$ cat config.mk
export PLATFORM = sky130hd
export DESIGN_NAME = stream_arb2
export DESIGN_NICKNAME = d
export VERILOG_FILES = /design/src/rtl/stream_arb2.sv
export SDC_FILE = /design/constraint.sdc
export NUM_CORES = 1
export LEC_CHECK = 0
export ABC_CLOCK_PERIOD_IN_PS = 6000
export CAP_MARGIN = 40
export CORE_UTILIZATION = 43
export CTS_CLUSTER_DIAMETER = 40
export CTS_CLUSTER_SIZE = 8
export DETAILED_ROUTE_END_ITERATION = 6
export MAX_ROUTING_LAYER = met4
export PLACE_DENSITY = 0.86
export REMOVE_ABC_BUFFERS = 1
export SYNTH_ARGS = -nofsm -noshare
export SYNTH_HDL_FRONTEND = slang
export SYNTH_SLANG_ARGS = --single-unit
$ cat constraint.sdc
create_clock -name clk -period 6 [get_ports clk]
set_clock_uncertainty 0.15 [all_clocks]
set_input_delay 1.2 -clock clk [delete_from_list [all_inputs] [get_ports clk]]
set_output_delay 1.2 -clock clk [all_outputs]
set_load 0.1 [all_outputs]
$ cat src/rtl/stream_arb2.sv
// stream_arb2: two-input, packet-locked, round-robin stream arbiter.
// A grant, once issued, stays on one input until that input's last beat
// transfers. Accepted beats land in a single registered output stage that
// can be reloaded in the same cycle it is drained. `sel` mirrors the
// current grant so a downstream mux2to1 can follow it.
// Optional feature: define STREAM_ARB2_PKT_CNT_EN to add per-input
// completed-packet counters (pkt_cnt_a, pkt_cnt_b, CNT_W bits each).
module stream_arb2 #(
    parameter int DATA_W = 8
`ifdef STREAM_ARB2_PKT_CNT_EN
    ,
    parameter int CNT_W  = 16
`endif
) (
    input  logic              clk,
    input  logic              rst_n,
    input  logic              a_valid,
    output logic              a_ready,
    input  logic [DATA_W-1:0] a_data,
    input  logic              a_last,
    input  logic              b_valid,
    output logic              b_ready,
    input  logic [DATA_W-1:0] b_data,
    input  logic              b_last,
    output logic              out_valid,
    input  logic              out_ready,
    output logic [DATA_W-1:0] out_data,
    output logic              out_last,
    output logic              sel
`ifdef STREAM_ARB2_PKT_CNT_EN
    ,
    output logic [CNT_W-1:0]  pkt_cnt_a,
    output logic [CNT_W-1:0]  pkt_cnt_b
`endif
);

    typedef enum logic [1:0] {
        IDLE  = 2'b00,
        GNT_A = 2'b01,
        GNT_B = 2'b10
    } state_t;

    state_t             state_r;
    state_t             next_s;
    logic               last_winner_r;   // 0 = A won last, 1 = B won last
    logic               last_winner_s;
    logic               sel_r;
    logic               sel_s;
    logic               out_valid_r;
    logic [DATA_W-1:0]  out_data_r;
    logic               out_last_r;
    logic               load_s;
    logic               a_ready_s;
    logic               b_ready_s;
    logic               a_xfer_s;
    logic               b_xfer_s;

    // Handshake decode: a beat may enter only when the output slot is free or draining.
    always_comb begin
        load_s    = (!out_valid_r) || out_ready;
        a_ready_s = (state_r == GNT_A) && load_s;
        b_ready_s = (state_r == GNT_B) && load_s;
        a_xfer_s  = a_valid && a_ready_s;
        b_xfer_s  = b_valid && b_ready_s;
    end

    // Next-state logic: round-robin in IDLE, packet lock while granted.
    always_comb begin
        next_s        = state_r;
        last_winner_s = last_winner_r;
        case (state_r)
            IDLE: begin
                if (a_valid && b_valid) begin
                    next_s = last_winner_r ? GNT_A : GNT_B;
                end else if (a_valid) begin
                    next_s = GNT_A;
                end else if (b_valid) begin
                    next_s = GNT_B;
                end else begin
                    next_s = IDLE;
                end
            end
            GNT_A: begin
                if (a_xfer_s && a_last) begin
                    last_winner_s = 1'b0;
                    if (b_valid) begin
                        next_s = GNT_B;
                    end else if (a_valid) begin
                        next_s = GNT_A;
                    end else begin
                        next_s = IDLE;
                    end
                end else begin
                    next_s = GNT_A;
                end
            end
            GNT_B: begin
                if (b_xfer_s && b_last) begin
                    last_winner_s = 1'b1;
                    if (a_valid) begin
                        next_s = GNT_A;
                    end else if (b_valid) begin
                        next_s = GNT_B;
                    end else begin
                        next_s = IDLE;
                    end
                end else begin
                    next_s = GNT_B;
                end
            end
            default: begin
                next_s = IDLE;
            end
        endcase
    end

    // Select follows the grant; IDLE keeps whatever was last selected.
    always_comb begin
        case (next_s)
            GNT_A:   sel_s = 1'b0;
            GNT_B:   sel_s = 1'b1;
            default: sel_s = sel_r;
        endcase
    end

    // Arbitration state, round-robin history and select register.
    always_ff @(posedge clk) begin
        if (!rst_n) begin
            state_r       <= IDLE;
            last_winner_r <= 1'b1;
            sel_r         <= 1'b0;
        end else begin
            state_r       <= next_s;
            last_winner_r <= last_winner_s;
            sel_r         <= sel_s;
        end
    end

    // Output register: load on transfer, clear when drained with nothing new.
    always_ff @(posedge clk) begin
        if (!rst_n) begin
            out_valid_r <= 1'b0;
            out_data_r  <= {DATA_W{1'b0}};
            out_last_r  <= 1'b0;
        end else if (a_xfer_s) begin
            out_valid_r <= 1'b1;
            out_data_r  <= a_data;
            out_last_r  <= a_last;
        end else if (b_xfer_s) begin
            out_valid_r <= 1'b1;
            out_data_r  <= b_data;
            out_last_r  <= b_last;
        end else if (out_ready) begin
            out_valid_r <= 1'b0;
        end
    end

`ifdef STREAM_ARB2_PKT_CNT_EN
    logic [CNT_W-1:0] pkt_cnt_a_r;
    logic [CNT_W-1:0] pkt_cnt_b_r;

    // Completed-packet counters; natural wrap from all-ones to zero.
    always_ff @(posedge clk) begin
        if (!rst_n) begin
            pkt_cnt_a_r <= {CNT_W{1'b0}};
            pkt_cnt_b_r <= {CNT_W{1'b0}};
        end else begin
            if (a_xfer_s && a_last) begin
                pkt_cnt_a_r <= pkt_cnt_a_r + {{(CNT_W-1){1'b0}}, 1'b1};
            end
            if (b_xfer_s && b_last) begin
                pkt_cnt_b_r <= pkt_cnt_b_r + {{(CNT_W-1){1'b0}}, 1'b1};
            end
        end
    end

    assign pkt_cnt_a = pkt_cnt_a_r;
    assign pkt_cnt_b = pkt_cnt_b_r;
`endif

    assign a_ready   = a_ready_s;
    assign b_ready   = b_ready_s;
    assign out_valid = out_valid_r;
    assign out_data  = out_data_r;
    assign out_last  = out_last_r;
    assign sel       = sel_r;

endmodule

== After elaboration in Yosys (flattened, before gate mapping) ==
Index checks and enable logic that the tools add are counted.

* Output and inout bits: 13
* Bits in registers: 14
* Bits of input ports: 23
* Word-level logic and storage cells: 47

* Reductions and logical operators: 15
* Equality and inequality tests: 6
* Multiplexer cells: 20

{| class="wikitable"
|+ Operators by type and width
! operator !! number
|-
| 8-bit 2-to-1 mux || 2
|-
| 2-bit 2-to-1 mux || 7
|-
| 1-bit 2-to-1 mux || 8
|-
| 1-bit logical AND || 7
|-
| 2-bit one-hot mux with 3 select lines || 1
|-
| 2-bit nonzero test || 3
|-
| 2-bit by 1-bit equality test with 1-bit output, second input constant || 2
|-
| 2-bit equality test, second input constant || 2
|-
| 2-bit by 1-bit != test with 1-bit output, second input constant || 2
|-
| 1-bit one-hot mux with 2 select lines || 2
|-
| 3-bit AND reduction || 1
|-
| 3-bit nonzero test || 1
|-
| 2-bit zero test || 1
|-
| 1-bit zero test || 1
|-
| 1-bit logical OR || 1
|}

== Longest topological paths before layout ==
Gate-level depths: netlist of the first run.

* Depth after elaboration: 9
* Depth in mapped cells: 9
* Depth with buffers taken out: 9

== Worst setup path after synthesis of the first run ==
No wires, ideal clock.

* Kind: input-to-output
* From: in out_ready
* To: out a_ready
* Cell stages on the path: 2
* Buffers on the path: 0
* Data required time: 4.650 ns
* Path slack: 1.977 ns
* Arrival: 2.673 ns
* Cells stage by stage: and2b_2 > nor2_1

* Cells in the longest elaborated chain, start to end: 2

{| class="wikitable"
|+ Ends and longest elaborated chain
! element !! RTL line !! source
|-
| start, declared || 26 || <nowiki>input logic out_ready,</nowiki>
|-
| 1-bit logical OR || 60 || <nowiki>load_s = (!out_valid_r) || out_ready;</nowiki>
|-
| 1-bit logical AND || 61 || <nowiki>a_ready_s = (state_r == GNT_A) && load_s;</nowiki>
|-
| end, declared || 18 || <nowiki>output logic a_ready,</nowiki>
|}

No other way between the ends.

== Final worst setup path of the first run ==
Ends and elaborated chain as after synthesis.

==> load_flow_metrics.sql, run 1 <==
INSERT INTO impl_metrics (metric_group, metric, value, unit) VALUES
('clocking', 'post_cts_hold_buffer_count', '0', ''),
('timing', 'portion_of_the_clock_cycle_consumed_by_the_worst_path_in_the_final_layout', '69.69', '%'),
('placed_design', 'gpl.final_weighted_congestion', '0.8762', ''),
('placed_design', 'place_area', '0.001316', 'mm^2'),
('clocking', 'clk_latency', '0.29', 'ns'),
('timing', 'final-hold-violation-count', '0', ''),
('drt', 'routedWlPerCell', '14.89', 'um'),
('clocking', 'cts_buffer_count', '3', ''),
('floorplan', 'number_of_primary_i_o_pins', '36', ''),
('yosys', 'synth.yosys.warnings', '0', ''),
('worst_setup_path', 'critical_path_class', 'primary input to primary output', ''),
('worst_setup_path', 'timing.critical_path.required', '4.65', 'ns'),
('grt', 'grt_start_max_net_pins', '14', ''),
('yosys', 'synth_area_leaders', 'sky130_fd_sc_hd__dfxtp_1 (36%), sky130_fd_sc_hd__mux2i_1 (13%), sky130_fd_sc_hd__ha_1 (8.1%), sky130_fd_sc_hd__a21oi_1 (7.1%), sky130_fd_sc_hd__o21ai_0 (7.1%)', ''),
('layout', 'fillerInstances', '87', ''),
('yosys', 'yosysSeqAreaShare', '36.13', '%'),
('drt', 'dr_wl_met2', '1226', 'um'),
('drt', 'wl_met3', '112', 'um'),
('layout', 'postLayoutCellArea', '0.001353', 'mm^2'),
('outcome', 'status', 'finished clean', ''),
('layout', 'number_of_diodes', '0', ''),
('grt', 'global_route_usage_over_all_layers', '26.24', '%'),
('clocking', 'cts.path.max_buffers', '2', ''),
('drt', 'routedLengthMet1', '933', 'um'),
('yosys', 'yosys.area.top_type_share', '36.13', '%'),
('layout', 'flow.area_growth_from_synthesis', '74.36', '%'),
('clocking', 'h_tree_levels', '1', ''),
('worst_setup_path', 'setup.worst_path.end_class', 'primary output', ''),
('floorplan', 'die-width', '44.48', 'um'),
('layout', 'final_common_cell', 'sky130_fd_sc_hd__clkdlybuf4s50_1', ''),
('drt', 'drt_pre_antenna_iters', '4', ''),
('layout', 'drive_gt1_share', '15.79', '%'),
('worst_setup_path', 'cp_data_arrival_time', '2.83', 'ns'),
('min_path', 'hold_path_class', 'flip-flop to flip-flop', ''),
('yosys', 'syn_area_per_cell', '9.020', 'um^2'),
('yosys', 'post_synth_num_cell_types', '25', ''),
('layout', 'finalNetCount', '162', ''),
('worst_setup_path', 'worstPathMaxFanout', '4', ''),
('floorplan', 'core-area', '0.001594', 'mm^2'),
('drt', 'dr.first_iter.drc_count', '12', ''),
('grt', 'gr-total-overflow', '0', ''),
('clocking', 'numClockSinks', '14', ''),
('drt', 'dr.max_layer_used', 'met4', ''),
('floorplan', 'floorplan.initialDensity', '48.67', '%'),
('clocking', 'cts.repair_timing.setup_buffer_count', '0', ''),
('power', 'leakage', '0.5856', 'nW'),
('placed_design', 'dpl.hpwl', '1841', 'um'),
('clocking', 'cts_tree', 'yes', ''),
('drt', 'drcViolationCount', '0', ''),
('yosys', 'syn-instance-count', '86', ''),
('timing', 'unrepaired_setup_endpoints_after_global_routing', 'no', ''),
('clocking', 'post_cts_resized', '0', ''),
('timing', 'fin_crit', '4.182', 'ns'),
('grt', 'number_of_global_route_vias_before_repair', '873', ''),
('drt', 'via_per_inst', '5.293', ''),
('drt', 'wirelength', '2338', 'um'),
('floorplan', 'placementRows', '14', ''),
('timing', 'worst_slew_margin_rel', '52.67', '%'),
('clocking', 'cts-root-buf', 'sky130_fd_sc_hd__clkbuf_4', ''),
('timing', 'achievable-frequency', '0.2391', 'GHz'),
('grt', 'global_route_wire_length_before_repair', '3643', 'um'),
('drt', 'route.vias.total', '831', ''),
('floorplan', 'dieHeight', '44.48', 'um'),
('timing', 'setup_violations', '0', ''),
('timing', 'slew_viol_final', '0', ''),
('yosys', 'synth.ff_latch_count', '14', ''),
('floorplan', 'floorplan.die_area', '0.001978', 'mm^2'),
('layout', 'mostFrequentLayoutCells', 'sky130_fd_sc_hd__clkdlybuf4s50_1 (35), sky130_fd_sc_hd__dfxtp_1 (14), sky130_fd_sc_hd__buf_8 (13), sky130_fd_sc_hd__a21oi_1 (11), sky130_fd_sc_hd__o21ai_0 (11)', ''),
('timing', 'final.setup.tns', '0', 'ns'),
('grt', 'antenna_found_initial', '0', ''),
('layout', 'final_util', '84.85', '%');
## per-layer routing
metal	GRT usage, %	vias up
met3	5.306	8
li1	-	400
met4	12.12	0
met1	27.18	386
met2	47.06	37
met5	-	-
## critical path: stages
cell	delay [ns]
sky130_fd_sc_hd__clkdlybuf4s50_1	0.48
sky130_fd_sc_hd__and2b_2	0.25
sky130_fd_sc_hd__nor2_1	0.12
sky130_fd_sc_hd__clkdlybuf4s50_1	0.56
sky130_fd_sc_hd__buf_8	0.21
## power breakdown
group / internal [mW] / switching (mW)
clock network: 0.0370 / 0.0342
logic: 0.0929 / 0.146
registers: 0.107 / 0.00946
total: 0.237 / 0.190
## cells by family after synthesis
family / share of synthesized area, %
mux: 12.90
simple gates: 13.39
fa+ha+maj: 8.065
compound gates: 22.58
buf+inv: 6.934
flops: 36.13
## state kept, by name, indices dropped and copies added (netlist names)
| signal | cells |
|---|---|
| sel | 1 |
| out_last | 1 |
| out_valid | 1 |
| out_data | 8 |
| last_winner_r | 1 |
| state_r | 2 |
## layout make-up
cell class                 instances  area (um^2)  area share (%)
tap                               24        30.03           2.220
timing repair buffer              48        545.5           40.33
sequential                        14        280.3           20.72
inverter                           5        18.77           1.388
clock buffer                       4        36.28           2.683
multi-input combinational         62        441.7           32.65
## cells in the mapped netlist (all sizes together)
master	n
dfxtp	14
o21ai	11
nand3	1
nor2	6
a21boi	1
nor2b	1
inv	5
a41oi	3
nand2	3
and3	3
and2b	1
a21oi	11
or2	1
mux2i	10
a22oi	1
ha	5
buf	4
nand2b	2
a311oi	2
clkbuf	1
## through the flow
| stage | cells | hold WS (ns) | worst slack [ns] |
|---|---|---|---|
| finish | 157 | 0.3829 | 1.818 |
| detailed placement | 153 | 0.3653 | 1.840 |
| global route | 157 | 0.4243 | 1.783 |
| floorplan | 81 | 0.3548 | 1.977 |
| CTS | 157 | 0.3907 | 1.840 |
| global placement | 140 | 0.3569 | 1.540 |
## worst paths after layout
kind                    from       to  slack (ns)  depth (start not counted)
hold / removal           sel      sel        0.38                          2
hold reg to reg          sel      sel        0.38                          2
setup / recovery   out_ready  a_ready        1.82                          5
setup reg to reg  state_r[1]      sel        3.83                          8
(Power assumes the default switching activity.)
==> run 2: changes to the inputs <==
--- a/config.mk
+++ b/config.mk
@@ -5,14 +5,14 @@
 export SDC_FILE = /design/constraint.sdc
 export NUM_CORES = 1
 export LEC_CHECK = 0
-export ABC_CLOCK_PERIOD_IN_PS = 6000
+export ABC_CLOCK_PERIOD_IN_PS = 3700
 export CAP_MARGIN = 40
-export CORE_UTILIZATION = 43
+export CORE_UTILIZATION = 36
 export CTS_CLUSTER_DIAMETER = 40
 export CTS_CLUSTER_SIZE = 8
 export DETAILED_ROUTE_END_ITERATION = 6
 export MAX_ROUTING_LAYER = met4
-export PLACE_DENSITY = 0.86
+export PLACE_DENSITY = 0.77
 export REMOVE_ABC_BUFFERS = 1
 export SYNTH_ARGS = -nofsm -noshare
 export SYNTH_HDL_FRONTEND = slang
==> constraint.sdc (replaced) <==
create_clock -name clk -period 3.7 [get_ports clk]
set_clock_uncertainty 0.15 [all_clocks]
set_input_delay 0.74 -clock clk [delete_from_list [all_inputs] [get_ports clk]]
set_output_delay 0.74 -clock clk [all_outputs]
set_load 0.1 [all_outputs]
==> run 2 against run 1 <==
  * Sequential power up 62%
  * Global-route usage down 7.5 points
  * Non-clock buffer count shrank 2
  * Sequential cell count unchanged
  * Core utilization is 19 points lower
  * Final area fell by 2.3%
  * Via count fell by 5.1%
  * Register-to-register slack got worse by 2.2 ns
  * Hold slack better by 0.0014 ns
  * Worst setup slack lost 0.84 ns
  * Wire length fell by 17%
  * Clock power grew 49%
  * Critical endpoint is now b_ready
==> load_flow_metrics.sql, run 2 (synthesis results as in run 1) <==
INSERT INTO impl_metrics (metric_group, metric, value, unit) VALUES
('clocking', 'path_clk_slew', '0.08', 'ns'),
('floorplan', 'placementRows', '16', ''),
('grt', 'gr-total-overflow', '0', ''),
('floorplan', 'number_of_primary_i_o_pins', '36', ''),
('grt', 'grt_util_met3', '2.830', '%'),
('clocking', 'clk_latency', '0.27', 'ns'),
('layout', 'largest_reg_flops', '8', ''),
('placed_design', 'gpl.final_weighted_congestion', '0.8797', ''),
('floorplan', 'floorplan.initialDensity', '38.75', '%'),
('clocking', 'cts.path.max_buffers', '2', ''),
('worst_setup_path', 'critical_path.reg2reg.startpoint', 'state_r[0]', ''),
('floorplan', 'die-width', '48.42', 'um'),
('placed_design', 'dpl.hpwl', '1543', 'um'),
('layout', 'fillerInstances', '166', ''),
('grt', 'number_of_global_route_vias_before_repair', '819', ''),
('drt', 'wirelength', '1935', 'um'),
('timing', 'fin_crit', '2.726', 'ns'),
('floorplan', 'dieHeight', '48.42', 'um'),
('clocking', 'cts.repair_timing.setup_buffer_count', '0', ''),
('timing', 'slew_viol_final', '0', ''),
('min_path', 'hold_path_startpoint', 'sel', ''),
('power', 'pwr-share-comb', '55.5', '%'),
('clocking', 'h_tree_levels', '1', ''),
('worst_setup_path', 'timing.critical_path.required', '2.81', 'ns'),
('clocking', 'post_cts_resized', '0', ''),
('clocking', 'numClockSinks', '14', ''),
('worst_setup_path', 'setup.worst_path.end_class', 'primary output', ''),
('power', 'ir_drop', '0.3538', 'mV'),
('timing', 'portion_of_the_clock_cycle_consumed_by_the_worst_path_in_the_final_layout', '73.66', '%'),
('timing', 'achievable-frequency', '0.3669', 'GHz'),
('drt', 'via_per_inst', '4.994', ''),
('drt', 'drt_pre_antenna_iters', '4', ''),
('worst_setup_path', 'worstPathMaxFanout', '4', ''),
('timing', 'setup_violations', '0', ''),
('layout', 'final_common_cell', 'sky130_fd_sc_hd__clkdlybuf4s50_1', ''),
('power', 'pwr-share-seq', '28.5', '%'),
('timing', 'final-hold-violation-count', '0', ''),
('timing', 'tightestPinTransition', '0.7528', 'ns'),
('worst_setup_path', 'critical_path_class', 'primary input to primary output', ''),
('layout', 'postLayoutCellArea', '0.001321', 'mm^2'),
('grt', 'global_route_usage_over_all_layers', '18.73', '%'),
('layout', 'area_of_all_sequential_standard_cells', '280.3', 'um^2'),
('grt', 'groute.layer.met1.usage', '21.75', '%'),
('placed_design', 'io_buffers', '35', ''),
('layout', 'finalNetCount', '160', ''),
('power', 'internal_power', '373.5', 'uW'),
('clocking', 'cts_tree', 'yes', ''),
('min_path', 'hold_path_class', 'flip-flop to flip-flop', ''),
('layout', 'mostFrequentLayoutCells', 'sky130_fd_sc_hd__clkdlybuf4s50_1 (33), sky130_fd_sc_hd__dfxtp_1 (14), sky130_fd_sc_hd__a21oi_1 (11), sky130_fd_sc_hd__o21ai_0 (11), sky130_fd_sc_hd__buf_8 (11)', ''),
('timing', 'post-route-worst-setup-slack', '0.9745', 'ns'),
('power', 'total_switching_power', '289.2', 'uW'),
('power', 'clkPwrFrac', '16.0', '%'),
('layout', 'flow.area_growth_from_synthesis', '70.32', '%'),
('grt', 'global_route.peak_usage_layer', 'met2', ''),
('power', 'leakage', '0.5746', 'nW'),
('layout', 'drive_gt1_share', '16.03', '%'),
('clocking', 'cts_buffer_count', '3', ''),
('worst_setup_path', 'timing.reg2reg.worst_path_depth', '8', ''),
('outcome', 'status', 'finished clean', ''),
('power', 'power.density_cell_area', '501.6', 'mW/mm^2'),
('drt', 'drcViolationCount', '0', ''),
('timing', 'unrepaired_setup_endpoints_after_global_routing', 'no', ''),
('power', 'power_switching_share', '43.64', '%'),
('drt', 'final_antenna_net_count', '0', ''),
('worst_setup_path', 'worst-r2r-setup-slack', '1.66', 'ns'),
('grt', 'grt_util_met2', '33.10', '%'),
('worst_setup_path', 'cp_data_arrival_time', '1.84', 'ns'),
('placed_design', 'place_area', '0.001285', 'mm^2'),
('floorplan', 'floorplan.die_area', '0.002345', 'mm^2'),
('layout', 'number_of_diodes', '0', ''),
('grt', 'grt_start_max_net_pins', '14', ''),
('min_path', 'min_path_cells', '2', ''),
('clocking', 'cts-root-buf', 'sky130_fd_sc_hd__clkbuf_4', ''),
('grt', 'global_route_wire_length_before_repair', '3401', 'um'),
('grt', 'antenna_found_initial', '0', ''),
('drt', 'routedWlPerCell', '12.25', 'um'),
('floorplan', 'core-area', '0.002002', 'mm^2'),
('worst_setup_path', 'kind_of_start_point_of_the_critical_path', 'primary input', ''),
('clocking', 'post_cts_hold_buffer_count', '0', ''),
('drt', 'route.vias.total', '789', ''),
('drt', 'dr.first_iter.drc_count', '17', ''),
('flow_run', 'timing.max_cap.violations', '0', ''),
('placed_design', 'pre_cts_ws', '0.9245', 'ns'),
('timing', 'worst_slew_margin_rel', '49.63', '%'),
('layout', 'multi_input_comb_area', '441.7', 'um^2'),
('timing', 'final.setup.tns', '0', 'ns'),
('min_path', 'min_to', 'sel', ''),
('worst_setup_path', 'rr_endpoint', 'sel', '');
run 2: layout make-up:
| type | count | area share, % |
|---|---|---|
| clock buffer | 4 | 2.746 |
| inverter | 5 | 1.420 |
| tap | 27 | 2.557 |
| multi-input combinational | 62 | 33.43 |
| sequential | 14 | 21.21 |
| timing repair buffer | 46 | 38.64 |
run 2: worst max-delay path, cell delays in order:
cell and delay (ns):
sky130_fd_sc_hd__clkdlybuf4s50_1 0.46, sky130_fd_sc_hd__and2b_2 0.23, sky130_fd_sc_hd__nor2_1 0.10, sky130_fd_sc_hd__buf_4 0.30
run 2: how the worst max path moves through the flow:
stage                     endpoint       from
after floorplan            a_ready  out_valid
after global placement         sel    b_valid
after detailed placement       sel    b_valid
after CTS                  b_ready  out_ready
after global routing       a_ready  out_ready
final                      b_ready  out_ready
run 2: stage by stage:
stage | hold WS [ns] | total power [mW] | utilization, % | instances
3_5_place_dp | 0.3723 | 0.5599 | 64.19 | 154
6_report | 0.3842 | 0.6627 | 66.00 | 158
2_1_floorplan | 0.3548 | 0.4196 | - | 81
4_1_cts | 0.3920 | 0.6671 | 66.00 | 158
3_3_place_gp | 0.3632 | 0.4991 | 55.94 | 143
5_1_grt | 0.4106 | 0.6998 | 66.00 | 158
run 2: metal layers:
metal,routed length [um],vias up
met5,0,-
met4,6,0
met3,98,2
met2,994,33
met1,835,356
li1,-,398
run 2: power by group through the flow:
stage | sequential, mW | clock, mW | combinational (mW)
floorplan | 0.312 | 0 | 0.107
CTS | 0.188 | 0.109 | 0.369
finish | 0.189 | 0.106 | 0.368
global placement | 0.190 | 0 | 0.309
global route | 0.192 | 0.120 | 0.388
detailed placement | 0.192 | 0 | 0.368
==> run 3: changes to the inputs <==
--- a/config.mk
+++ b/config.mk
@@ -5,7 +5,7 @@
 export SDC_FILE = /design/constraint.sdc
 export NUM_CORES = 1
 export LEC_CHECK = 0
-export ABC_CLOCK_PERIOD_IN_PS = 3700
+export ABC_CLOCK_PERIOD_IN_PS = 2350
 export CAP_MARGIN = 40
 export CORE_UTILIZATION = 36
 export CTS_CLUSTER_DIAMETER = 40
==> constraint.sdc (replaced) <==
create_clock -name clk -period 2.35 [get_ports clk]
set_clock_uncertainty 0.15 [all_clocks]
set_input_delay 0.47 -clock clk [delete_from_list [all_inputs] [get_ports clk]]
set_output_delay 0.47 -clock clk [all_outputs]
set_load 0.1 [all_outputs]
==> run 3 against run 2 <==
  * Largest power group unchanged
  * First-iteration DRC count decreased by 24%
  * Final cell count decreased by 2.5%
  * Final area decreased by 9.2%
==> load_flow_metrics.sql, run 3 (synthesis results as in run 1) <==
INSERT INTO impl_metrics (metric_group, metric, value, unit) VALUES
('drt', 'drt_pre_antenna_iters', '4', ''),
('grt', 'grt_start_max_net_pins', '14', ''),
('clocking', 'h_tree_levels', '1', ''),
('grt', 'number_of_global_route_vias_before_repair', '815', ''),
('worst_setup_path', 'startpoint', 'out_ready', ''),
('floorplan', 'number_of_primary_i_o_pins', '36', ''),
('clocking', 'post_cts_resized', '0', ''),
('layout', 'final_util', '59.94', '%'),
('placed_design', 'gpl.final_weighted_congestion', '0.8644', ''),
('worst_setup_path', 'worstPathMaxFanout', '4', ''),
('clocking', 'cts-root-buf', 'sky130_fd_sc_hd__clkbuf_4', ''),
('clocking', 'cts_tree', 'yes', ''),
('clocking', 'clk_latency', '0.26', 'ns'),
('placed_design', 'place_area', '0.001177', 'mm^2'),
('worst_setup_path', 'cp_data_arrival_time', '1.60', 'ns'),
('grt', 'antenna_found_initial', '0', ''),
('timing', 'fin_crit', '2.223', 'ns'),
('grt', 'gr-total-overflow', '0', ''),
('floorplan', 'placementRows', '16', ''),
('layout', 'drive_gt1_share', '22.05', '%'),
('drt', 'route.vias.total', '758', ''),
('floorplan', 'dieHeight', '48.42', 'um'),
('outcome', 'status', 'finished clean', ''),
('floorplan', 'floorplan.die_area', '0.002345', 'mm^2'),
('timing', 'tightestPinTransition', '0.7046', 'ns'),
('timing', 'final-hold-violation-count', '0', ''),
('timing', 'worst_slew_margin_rel', '52.85', '%'),
('power', 'power.density_cell_area', '784.1', 'mW/mm^2'),
('flow_run', 'timing.max_cap.violations', '0', ''),
('worst_setup_path', 'timing.critical_path.required', '1.73', 'ns'),
('drt', 'routedWlPerCell', '11.82', 'um'),
('placed_design', 'io_buffers', '35', ''),
('grt', 'global_route_usage_over_all_layers', '17.53', '%'),
('power', 'leakage', '0.5521', 'nW'),
('worst_setup_path', 'setup.worst_path.end', 'a_ready', ''),
('clocking', 'numClockSinks', '14', ''),
('power', 'ir_drop', '0.4446', 'mV'),
('layout', 'number_of_diodes', '0', ''),
('floorplan', 'floorplan.initialDensity', '38.75', '%'),
('layout', 'flow.area_growth_from_synthesis', '54.68', '%'),
('grt', 'global_route_wire_length_before_repair', '3249', 'um'),
('clocking', 'path_clk_slew', '0.07', 'ns'),
('worst_setup_path', 'rr_endpoint', 'sel', ''),
('clocking', 'cts.repair_timing.setup_buffer_count', '0', ''),
('drt', 'wirelength', '1821', 'um'),
('placed_design', 'dp.cells', '151', ''),
('floorplan', 'die-width', '48.42', 'um'),
('layout', 'mostFrequentLayoutCells', 'sky130_fd_sc_hd__clkdlybuf4s50_1 (22), sky130_fd_sc_hd__buf_4 (19), sky130_fd_sc_hd__dfxtp_1 (14), sky130_fd_sc_hd__a21oi_1 (11), sky130_fd_sc_hd__o21ai_0 (11)', ''),
('worst_setup_path', 'critical_path.reg2reg.startpoint', 'state_r[1]', ''),
('drt', 'drcViolationCount', '0', ''),
('layout', 'final_common_cell', 'sky130_fd_sc_hd__clkdlybuf4s50_1', ''),
('timing', 'setup_violations', '0', ''),
('layout', 'postLayoutCellArea', '0.001200', 'mm^2'),
('placed_design', 'dpl.hpwl', '1482', 'um'),
('drt', 'via_per_inst', '4.922', ''),
('clocking', 'cts_buffer_count', '3', ''),
('drt', 'final_antenna_net_count', '0', ''),
('layout', 'largest_reg_flops', '8', ''),
('timing', 'post-route-worst-setup-slack', '0.1269', 'ns'),
('timing', 'slew_viol_final', '0', ''),
('worst_setup_path', 'timing.reg2reg.worst_path_depth', '8', ''),
('worst_setup_path', 'kind_of_start_point_of_the_critical_path', 'primary input', ''),
('layout', 'final_cell_count_no_fill', '154', ''),
('timing', 'unrepaired_setup_endpoints_after_global_routing', 'no', ''),
('min_path', 'hold_path_class', 'flip-flop to flip-flop', ''),
('drt', 'dr.first_iter.drc_count', '13', ''),
('clocking', 'cts.path.max_buffers', '2', ''),
('worst_setup_path', 'worst-r2r-setup-slack', '0.31', 'ns'),
('clocking', 'post_cts_hold_buffer_count', '0', ''),
('worst_setup_path', 'critical_path_class', 'primary input to primary output', ''),
('timing', 'finalHoldWorstSlack', '0.3873', 'ns'),
('worst_setup_path', 'setup.worst_path.end_class', 'primary output', ''),
('placed_design', 'pre_cts_ws', '-0.09111', 'ns'),
('timing', 'achievable-frequency', '0.4498', 'GHz'),
('timing', 'portion_of_the_clock_cycle_consumed_by_the_worst_path_in_the_final_layout', '94.60', '%'),
('floorplan', 'core-area', '0.002002', 'mm^2'),
('layout', 'finalNetCount', '157', '');
[run 3: cell count changes in the layout (fill, tap and decap cells not counted), sizes merged]
cell | previous run | this run
buf | 13 | 21
clkdlybuf4s50 | 33 | 22
clkbuf | 4 | 3
[run 3: power breakdown]
| group | internal, mW | switching (mW) | leakage, nW | total, mW |
|---|---|---|---|---|
| Sequential | 0.274 | 0.0229 | 0.115 | 0.297 |
| Combinational | 0.169 | 0.349 | 0.424 | 0.518 |
| Clock | 0.0591 | 0.0669 | 0.0138 | 0.126 |
| Total | 0.502 | 0.438 | 0.552 | 0.941 |
[run 3: per-stage QoR]
step	TNS (ns)	power (mW)
finish	0	0.9409
global route	0	0.9881
CTS	0	0.9484
detailed placement	-0.2146	0.8200
global placement	-0.04392	0.8095
floorplan	-1.258	0.6606
[run 3: worst min-delay path by stage]
stage / startpoint / end / slack [ns] / depth (start not counted)
finish: sel / sel / 0.39 / 2
global route: sel / sel / 0.44 / 2
CTS: sel / sel / 0.39 / 2
detailed placement: sel / sel / 0.38 / 2
global placement: sel / sel / 0.36 / 2
floorplan: last_winner_r / last_winner_r / 0.35 / 2
[run 3: area by class of cell]
| type | count | area [um^2] |
|---|---|---|
| timing repair buffer | 43 | 402.9 |
| multi-input combinational | 62 | 441.7 |
| inverter | 5 | 18.77 |
| tap | 27 | 33.78 |
| clock buffer | 3 | 22.52 |
| sequential | 14 | 280.3 |
| fill | 180 | 802.0 |
[run 3: critical path: stages]
cell and delay (ns):
sky130_fd_sc_hd__clkdlybuf4s50_1 0.49, sky130_fd_sc_hd__and2b_2 0.25, sky130_fd_sc_hd__nor2_1 0.18, sky130_fd_sc_hd__buf_12 0.20
[run 3: layer usage]
layer  up-vias  track usage, %  wire [um]
li1        393               -          -
met1       338           21.68        825
met2        25           30.05        902
met3         2           1.887         86
met4         0           5.392          6
met5         -               -          0
